File: config.mk
export PLATFORM = sky130hd
export DESIGN_NAME = muldiv_scheduler
export DESIGN_NICKNAME = d
export VERILOG_FILES = /design/src/rtl/muldiv_scheduler.sv
export SDC_FILE = /design/constraint.sdc
export NUM_CORES = 1
export LEC_CHECK = 0
export ABC_CLOCK_PERIOD_IN_PS = 4550
export CORE_MARGIN = 5
export CORE_UTILIZATION = 43
export DETAILED_ROUTE_END_ITERATION = 8
export PLACE_DENSITY = 0.6
export RECOVER_POWER = 100
export SYNTH_ARGS = -nofsm -noshare
export SYNTH_HDL_FRONTEND = slang
export SYNTH_SLANG_ARGS = --single-unit
File: constraint.sdc
create_clock -name Clk -period 4.55 [get_ports Clk]
set_input_delay 0.91 -clock Clk [delete_from_list [all_inputs] [get_ports Clk]]
set_output_delay 0.91 -clock Clk [all_outputs]
set_load 0.01 [all_outputs]
File: src/rtl/muldiv_scheduler.sv
// Iterative multiply/divide sequencer beside the EX stage: shift-add multiply or restoring divide
// over WIDTH cycles, then sign fix-up into HI/LO, with a stall request toward the hazard unit.
module muldiv_scheduler #(
  parameter int unsigned WIDTH = 32
) (
  input  logic             Clk,
  input  logic             Reset,
  input  logic             MulStartE,
  input  logic             DivStartE,
  input  logic             SignedE,
  input  logic             FlushE,
  input  logic [WIDTH-1:0] SrcAE,
  input  logic [WIDTH-1:0] SrcBE,
  input  logic             MfhiD,
  input  logic             MfloD,
  input  logic             MdStartD,
  output logic             Busy,
  output logic             MdStallD,
  output logic             Done,
  output logic [WIDTH-1:0] Hi,
  output logic [WIDTH-1:0] Lo
);

  localparam int unsigned CntW = $clog2(WIDTH);
  localparam logic [CntW-1:0] LastCnt = CntW'(WIDTH - 1);

  typedef enum logic [1:0] {StIdle, StRun, StFix} state_e;

  state_e            state_q, state_d;
  logic [CntW-1:0]   cnt_q, cnt_d;
  logic [2*WIDTH-1:0] acc_q, acc_d;
  logic [WIDTH-1:0]  opb_q, opb_d, raw_a_q, raw_a_d, hi_q, hi_d, lo_q, lo_d;
  logic              is_div_q, is_div_d, neg_res_q, neg_res_d, neg_rem_q, neg_rem_d;
  logic              div0_q, div0_d, done_q, done_d;
  logic              start_acc;

  logic [WIDTH-1:0]   mag_a, mag_b, quot, rem;
  logic [WIDTH:0]     mul_sum, div_diff;
  logic [2*WIDTH-1:0] prod;

  always_ff @(posedge Clk) begin
    if (Reset) begin
      state_q   <= StIdle;
      cnt_q     <= '0;
      acc_q     <= '0;
      opb_q     <= '0;
      raw_a_q   <= '0;
      hi_q      <= '0;
      lo_q      <= '0;
      is_div_q  <= 1'b0;
      neg_res_q <= 1'b0;
      neg_rem_q <= 1'b0;
      div0_q    <= 1'b0;
      done_q    <= 1'b0;
    end else begin
      state_q   <= state_d;
      cnt_q     <= cnt_d;
      acc_q     <= acc_d;
      opb_q     <= opb_d;
      raw_a_q   <= raw_a_d;
      hi_q      <= hi_d;
      lo_q      <= lo_d;
      is_div_q  <= is_div_d;
      neg_res_q <= neg_res_d;
      neg_rem_q <= neg_rem_d;
      div0_q    <= div0_d;
      done_q    <= done_d;
    end
  end

  always_comb begin
    state_d = state_q;
    unique case (state_q)
      StIdle:  if (start_acc) state_d = StRun;
      StRun:   if (cnt_q == LastCnt) state_d = StFix;
      StFix:   state_d = StIdle;
      default: state_d = StIdle;
    endcase
  end

  always_comb begin
    mag_a    = (SignedE && SrcAE[WIDTH-1]) ? -SrcAE : SrcAE;
    mag_b    = (SignedE && SrcBE[WIDTH-1]) ? -SrcBE : SrcBE;
    mul_sum  = {1'b0, acc_q[2*WIDTH-1:WIDTH]} + {1'b0, (acc_q[0] ? opb_q : {WIDTH{1'b0}})};
    // Partial remainder shifted left by one, pulling in the next dividend bit.
    div_diff = acc_q[2*WIDTH-1:WIDTH-1] - {1'b0, opb_q};
    prod     = neg_res_q ? -acc_q : acc_q;
    quot     = neg_res_q ? -acc_q[WIDTH-1:0] : acc_q[WIDTH-1:0];
    rem      = neg_rem_q ? -acc_q[2*WIDTH-1:WIDTH] : acc_q[2*WIDTH-1:WIDTH];

    cnt_d     = cnt_q;
    acc_d     = acc_q;
    opb_d     = opb_q;
    raw_a_d   = raw_a_q;
    hi_d      = hi_q;
    lo_d      = lo_q;
    is_div_d  = is_div_q;
    neg_res_d = neg_res_q;
    neg_rem_d = neg_rem_q;
    div0_d    = div0_q;
    done_d    = 1'b0;

    unique case (state_q)
      StIdle: begin
        if (start_acc) begin
          // Multiply keeps the multiplier in the low half; divide keeps the dividend there.
          acc_d     = {{WIDTH{1'b0}}, (MulStartE ? mag_b : mag_a)};
          opb_d     = MulStartE ? mag_a : mag_b;
          is_div_d  = ~MulStartE;
          neg_res_d = SignedE & (SrcAE[WIDTH-1] ^ SrcBE[WIDTH-1]);
          neg_rem_d = SignedE & SrcAE[WIDTH-1];
          div0_d    = ~MulStartE & (SrcBE == '0);
          raw_a_d   = SrcAE;
          cnt_d     = '0;
        end
      end
      StRun: begin
        cnt_d = cnt_q + CntW'(1);
        if (!is_div_q) begin
          acc_d = {mul_sum, acc_q[WIDTH-1:1]};
        end else if (div_diff[WIDTH]) begin
          acc_d = {acc_q[2*WIDTH-2:0], 1'b0};
        end else begin
          acc_d = {div_diff[WIDTH-1:0], acc_q[WIDTH-2:0], 1'b1};
        end
      end
      StFix: begin
        done_d = 1'b1;
        if (!is_div_q) begin
          hi_d = prod[2*WIDTH-1:WIDTH];
          lo_d = prod[WIDTH-1:0];
        end else if (div0_q) begin
          hi_d = raw_a_q;
          lo_d = '1;
        end else begin
          hi_d = rem;
          lo_d = quot;
        end
      end
      default: ;
    endcase
  end

  always_comb begin
    Busy      = (state_q != StIdle);
    start_acc = (MulStartE | DivStartE) & ~FlushE & (state_q == StIdle);
    MdStallD  = (Busy | start_acc) & (MfhiD | MfloD | MdStartD);
    Done      = done_q;
    Hi        = hi_q;
    Lo        = lo_q;
  end

endmodule
==> results of run 1 <==
-- logic make-up after synthesis --
group,synth area share
AND/OR/NAND/NOR,0.2004
AO/OA/AOI/OAI,0.2716
buffers and inverters,0.05574
flip-flops,0.2577
XOR/XNOR,0.1122
adder cells (fa/ha/maj),0.05780
multiplexers,0.04453
-- registers in the layout (all words and copies together) (netlist names) --
register	cells
state_q	2
neg_rem_q	1
div0_q	1
opb_q	32
acc_q	64
Done	1
is_div_q	1
cnt_q	5
Lo	32
raw_a_q	32
neg_res_q	1
Hi	32
-- cell usage after synthesis (16+ instances only) --
master / count
nand2_1: 270
nor2_1: 226
a21oi_1: 209
dfxtp_1: 204
clkbuf_1: 149
o21ai_0: 130
xor2_1: 102
xnor2_1: 101
a211oi_1: 98
ha_1: 70
mux2i_1: 66
inv_1: 62
o211ai_1: 56
nor3_1: 45
o31ai_1: 27
nand3_1: 22
o41ai_1: 19
a21o_1: 18
a22oi_1: 16
-- cell type report --
class / count / area (µm²)
fillers: 3630 / 17940
well taps: 468 / 585.6
diodes: 1 / 2.502
inverters: 62 / 232.7
flip-flops and latches: 204 / 4090
multi-input cells: 1717 / 10880
clock buffers: 35 / 724.4
clock inverters: 13 / 234.0
repair buffers: 199 / 1834
-- layout by cell type (no fill, tap or decap), types with 14 or more instances in the layout --
cell type | netlist | routed
nand2_1 | 270 | 270
nor2_1 | 226 | 225
a21oi_1 | 209 | 208
dfxtp_1 | 204 | 201
o21ai_0 | 130 | 131
xor2_1 | 102 | 102
xnor2_1 | 101 | 101
a211oi_1 | 98 | 98
dlygate4sd3_1 | 0 | 71
ha_1 | 70 | 70
mux2i_1 | 66 | 66
clkdlybuf4s50_1 | 0 | 66
inv_1 | 62 | 62
o211ai_1 | 56 | 56
buf_4 | 0 | 51
nor3_1 | 45 | 44
o31ai_1 | 27 | 28
clkbuf_16 | 0 | 26
nand3_1 | 22 | 22
o41ai_1 | 19 | 19
a21o_1 | 18 | 18
or3_1 | 15 | 16
a22oi_1 | 16 | 16
o21a_1 | 15 | 15
or4_1 | 13 | 14
nand2b_1 | 14 | 14
-- worst max path at each step --
stage | endpoint | cells past startpoint | start | slack, ps
2_1_floorplan | acc_q[14]$_SDFFE_PP0P_ | 11 | SrcBE[0] | 1100
3_3_place_gp | acc_q[28]$_SDFFE_PP0P_ | 12 | SrcBE[1] | 280
3_5_place_dp | acc_q[28]$_SDFFE_PP0P_ | 12 | SrcBE[1] | 290
4_1_cts | acc_q[62]$_SDFFE_PP0P_ | 14 | acc_q[0]$_SDFFE_PP0P_ | 700
5_1_grt | Hi[24]$_SDFFE_PP0P_ | 12 | acc_q[0]$_SDFFE_PP0P_ | 230
6_report | Hi[24]$_SDFFE_PP0P_ | 12 | acc_q[0]$_SDFFE_PP0P_ | 450
-- routing by layer --
metal | up-vias | GRT usage | wire length [µm]
li1 | 7815 | - | -
met4 | 0 | 0.1118 | 2624
met2 | 629 | 0.4414 | 27110
met5 | - | 0 | 0
met1 | 7714 | 0.3750 | 25830
met3 | 124 | 0.05150 | 4523
-- worst register-to-register path: stages (launching register included) --
cell and delay, ps:
dfxtp_1 390, inv_1 480, clkbuf_1 270, ha_1 270
nand4b_1 300, or3_4 450, or2_0 520, o41ai_1 510
xnor2_1 160, nor2_1 50, a211oi_1 410, a21oi_1 70
nor2_1 100
-- power groups by stage --
stage	Combinational, mW	Sequential [mW]	Clock (mW)
global route	1.58	2.00	2.44
floorplan	1.01	1.95	0
finish	1.45	2.00	2.33
detailed placement	1.43	2.03	0
global placement	1.42	2.03	0
CTS	1.44	1.99	2.37
==> impl_metrics.yaml, run 1 <==
outcome:
  status: "finished, violations left"
  violations: "max-capacitance violations, max-slew violations"
critical_path:
  reg2reg_from: "acc_q[0]$_SDFFE_PP0P_"
  crit_path_end_kind: "register"
  crit_chain: "inv_1 > clkbuf_1 > ha_1 > nand4b_1 > or3_4 > or2_0 > o41ai_1 > xnor2_1 > nor2_1 > a211oi_1 > a21oi_1 > nor2_1"
  r2r_end: "Hi[24]$_SDFFE_PP0P_"
  crit_family: "simple AND/OR/NAND/NOR gates"
  worst_path_most_repeated_cell: "nor2_1"
  crit_slowest_cell: "or2_0"
  cp_data_required_time_ps: 5000
  critical_path_class: "reg -> reg"
  reg2reg_setup_slack_ps: 450
  cp-start-kind: "register"
  worstPathArrival_ps: 4550
  critPathBufInv: 2
  crit_fanout: 18
  ff2ff_path_depth: 12
  cp_slowest_stage_delay_ps: 520
worst_hold_path:
  min_to: "Hi[6]$_SDFFE_PP0P_"
  hold_start: "Hi[6]$_SDFFE_PP0P_"
  hold_path.class: "reg -> reg"
  hold-path-cell-count: 2
final_layout:
  final_core_utilization: 0.5087
  drive_gt1_frac: 0.05830
  stdcell_area_um2: 18580
  area_delta_synth_final_pct: 17.25
  final_cells: 2699
  fin_nets: 2355
placed_design:
  port_buffers: 139
  place_hpwl_mm: 45.73
  place.gp.congestion: 0.9330
  place_ws_ps: 288.8
  place_area_um2: 17690
  place_inst: 2650
global_route:
  grt_pass1_wl_mm: 90.18
  antenna_found_initial: 2
  track_usage: 0.2784
  overflow: 0
  grt_pass1_vias: 15160
  grt_max_degree: 110
clock_network:
  cts_tree: "yes"
  cts-root-buf: "clkbuf_16"
  cts_hold_buf: 0
  numCtsBuffers: 26
  clk_latency_ps: 570
  clockBufferDepth: 3
  cts_resized: 0
  cts_sinks: 204
  htree_levels: 1
  cts_setup_buffers: 0
  clk_pin_slew_ps: 60
timing:
  rsz0062_at_grt: "false"
  hold_viol: 0
  fin_ws_ps: 453.7
  setup-violations-final: 0
  period_share: 0.9003
  fmax_mhz: 244.1
  period_needed_ps: 4096
  finalMaxSlewViolations: 171
  fin_worst_skew_ps: 22.37
  worstMarginPinSlew_ps: 2328
  slew-limit-headroom: -0.5522
  fin_tns_setup_ps: 0
  worst_hold_slack_ps: 449.1
logic_synthesis:
  synth_top_area_cell: "dfxtp_1"
  synthTopCellsByArea: "dfxtp_1, a21oi_1, nand2_1, xor2_1, xnor2_1"
  ys_seq_area_frac: 0.2577
  synthDistinctLibCells: 78
  syn_nets: 2296
  synthArstFlopShare: 0
  synth_cells: 2151
  yosys_warnings: 0
  ys_ff_latch: 204
  synth_edf_count: 0
  avgSynthCellArea_um2: 7.367
  synth_area_um2: 15850
  synth_top_area_share: 0.2577
  synth-main-ff-cell: "dfxtp_1"
route:
  routed_via_density: 6.033
  route.detailed.drc: 0
  totalWireLength_mm: 60.09
  dr.pass1.iters: 6
  wl_per_cell_um: 22.26
  ant_nets: 0
  num_vias: 16280
  first_iter_violations: 1480
die:
  die_w_um: 202.0
  io_pins: 140
  initial_utilization: 0.4339
  core-area_um2: 36520
  dieArea_um2: 40790
  die-height_um: 202.0
  rows: 70
power_and_ir_drop:
  p_int_mw: 3.864
  p_clk_frac: 0.403
  seqPwrFrac: 0.346
  max-vdd-ir-drop_uv: 223.5
  powerDensity_nw_per_um2: 311.0
  p_sw_mw: 1.914
  total_power_mw: 5.778
  p_leak_nw: 7.151
  power_frac_comb: 0.251
  swShare: 0.3313
run:
  drv_cap: 2
(Power assumes the default switching activity.)
==> inputs of run 2 (changes only) <==
--- a/config.mk
+++ b/config.mk
@@ -5,7 +5,7 @@
 export SDC_FILE = /design/constraint.sdc
 export NUM_CORES = 1
 export LEC_CHECK = 0
-export ABC_CLOCK_PERIOD_IN_PS = 4550
+export ABC_CLOCK_PERIOD_IN_PS = 3800
 export CORE_MARGIN = 5
 export CORE_UTILIZATION = 43
 export DETAILED_ROUTE_END_ITERATION = 8
@@ -14,3 +14,4 @@
 export SYNTH_ARGS = -nofsm -noshare
 export SYNTH_HDL_FRONTEND = slang
 export SYNTH_SLANG_ARGS = --single-unit
+export TNS_END_PERCENT = 20
==> constraint.sdc (replaced) <==
create_clock -name Clk -period 3.8 [get_ports Clk]
set_input_delay 0.76 -clock Clk [delete_from_list [all_inputs] [get_ports Clk]]
set_output_delay 0.76 -clock Clk [all_outputs]
set_load 0.01 [all_outputs]
==> impl_metrics.yaml, run 2 (synthesized netlist as in run 1, its figures left out) <==
critical_path:
  worstPathArrival_ps: 4180
  cp-start-kind: "register"
  reg2reg_setup_slack_ps: 20
  crit_fanout: 10
  critical_path_class: "reg -> reg"
  crit_path_end_kind: "register"
  cp_data_required_time_ps: 4190
die:
  dieArea_um2: 40790
  initial_utilization: 0.4339
  die_w_um: 202.0
  die-height_um: 202.0
  rows: 70
  core-area_um2: 36520
  io_pins: 140
final_layout:
  final_core_utilization: 0.5233
  fin_nets: 2439
  final_cells: 2781
  antenna_cells: 0
  final_common_cell: "nand2_1"
  area_delta_synth_final_pct: 20.60
  stdcell_area_um2: 19110
  largest_register_ffs: 64
  top_register: "acc_q"
  layout_common_cells: "nand2_1, nor2_1, a21oi_1"
  drive_gt1_frac: 0.09166
route:
  ant_nets: 0
  wl_per_cell_um: 22.26
  first_iter_violations: 1465
  dr.pass1.iters: 5
  routed_via_density: 6.005
  num_vias: 16700
  route.detailed.drc: 0
  totalWireLength_mm: 61.92
clock_network:
  cts_setup_buffers: 0
  htree_levels: 1
  clk_pin_slew_ps: 70
  cts_hold_buf: 0
  cts_sinks: 204
  cts-root-buf: "clkbuf_16"
  cts_tree: "yes"
  clockBufferDepth: 3
  numCtsBuffers: 25
  clk_latency_ps: 560
timing:
  slew-limit-headroom: -0.4909
  hold_viol: 0
  fmax_mhz: 264.3
  worstMarginPinSlew_ps: 2232
  period_needed_ps: 3784
  setup-violations-final: 0
  fin_tns_setup_ps: 0
  rsz0062_at_grt: "true"
  period_share: 0.9958
  finalMaxSlewViolations: 30
  worst_hold_slack_ps: 445.0
  fin_ws_ps: 16.08
  fin_worst_skew_ps: 21.62
placed_design:
  place_ws_ps: -183.7
  port_buffers: 139
  place_inst: 2735
  place_area_um2: 18370
  place.gp.congestion: 0.9888
  place_hpwl_mm: 47.95
power_and_ir_drop:
  p_sw_mw: 2.325
  seqPwrFrac: 0.352
  max-vdd-ir-drop_uv: 215.1
  p_int_mw: 4.333
  p_clk_frac: 0.362
  power_frac_comb: 0.285
  powerDensity_nw_per_um2: 348.4
  p_leak_nw: 7.508
  total_power_mw: 6.657
  swShare: 0.3492
global_route:
  grt_pass1_wl_mm: 92.90
  grt_pass1_vias: 15590
  track_usage: 0.2870
  antenna_found_initial: 0
  overflow: 0
  grt_max_degree: 68
outcome:
  violations: "max-capacitance violations, max-slew violations"
  status: "finished, violations left"
run:
  drv_cap: 1
worst_hold_path:
  hold_path.class: "in -> reg"
run 2: cell count changes in the layout (fill, tap and decap cells not counted), moves of 2 or more:
cell             delta
dlygate4sd3_1       -2
clkbuf_8            +4
clkbuf_1            +2
bufinv_16           -6
clkbuf_4            +4
buf_12              +2
buf_4              +77
clkdlybuf4s50_1     +2
run 2: final cells by class:
type                       count  area, µm²
tap                          468      585.6
sequential                   204       4090
multi-input combinational   1717      10880
fill                        3562      17410
timing repair buffer         284       2496
clock inverter                 8      68.82
clock buffer                  38      754.5
inverter                      62      232.7
run 2: worst paths after layout:
| check | cells past startpoint | to | startpoint |
|---|---|---|---|
| max | 9 | Hi[31]$_SDFFE_PP0P_ | acc_q[26]$_SDFFE_PP0P_ |
| min | 2 | opb_q[11]$_SDFFE_PP0P_ | Reset |
| max reg2reg | 9 | Hi[31]$_SDFFE_PP0P_ | acc_q[26]$_SDFFE_PP0P_ |
| min reg2reg | 2 | Hi[2]$_SDFFE_PP0P_ | Hi[2]$_SDFFE_PP0P_ |
run 2: routing by layer:
layer,GRT usage,routed length (µm),part of all wire
met1,0.3899,26860,0.43
met2,0.4601,27840,0.45
met3,0.04492,4637,0.075
met4,0.1086,2579,0.042
met5,0,0,0
run 2: power by group through the flow:
| stage | combinational (mW) | sequential, mW | clock, mW |
|---|---|---|---|
| finish | 1.90 | 2.34 | 2.41 |
| global route | 2.04 | 2.35 | 2.52 |
| CTS | 1.87 | 2.34 | 2.44 |
| detailed placement | 1.86 | 2.39 | 0 |
| global placement | 1.85 | 2.39 | 0 |
| floorplan | 1.21 | 2.34 | 0 |
run 2: worst max-delay path: stages (launching register included):
cell      delay (ps)
dfxtp_1          320
or4_1            690
nor4_1           600
inv_1            260
or2_0            550
o41ai_4          460
xor2_1           170
nor2_1            60
a211oi_1         420
nor3_1            90
run 2: repair_timing:
item	in CTS	in global routing
resized for setup	0	4
hold endpoints to repair	0	0
endpoints found under the setup margin	0	5
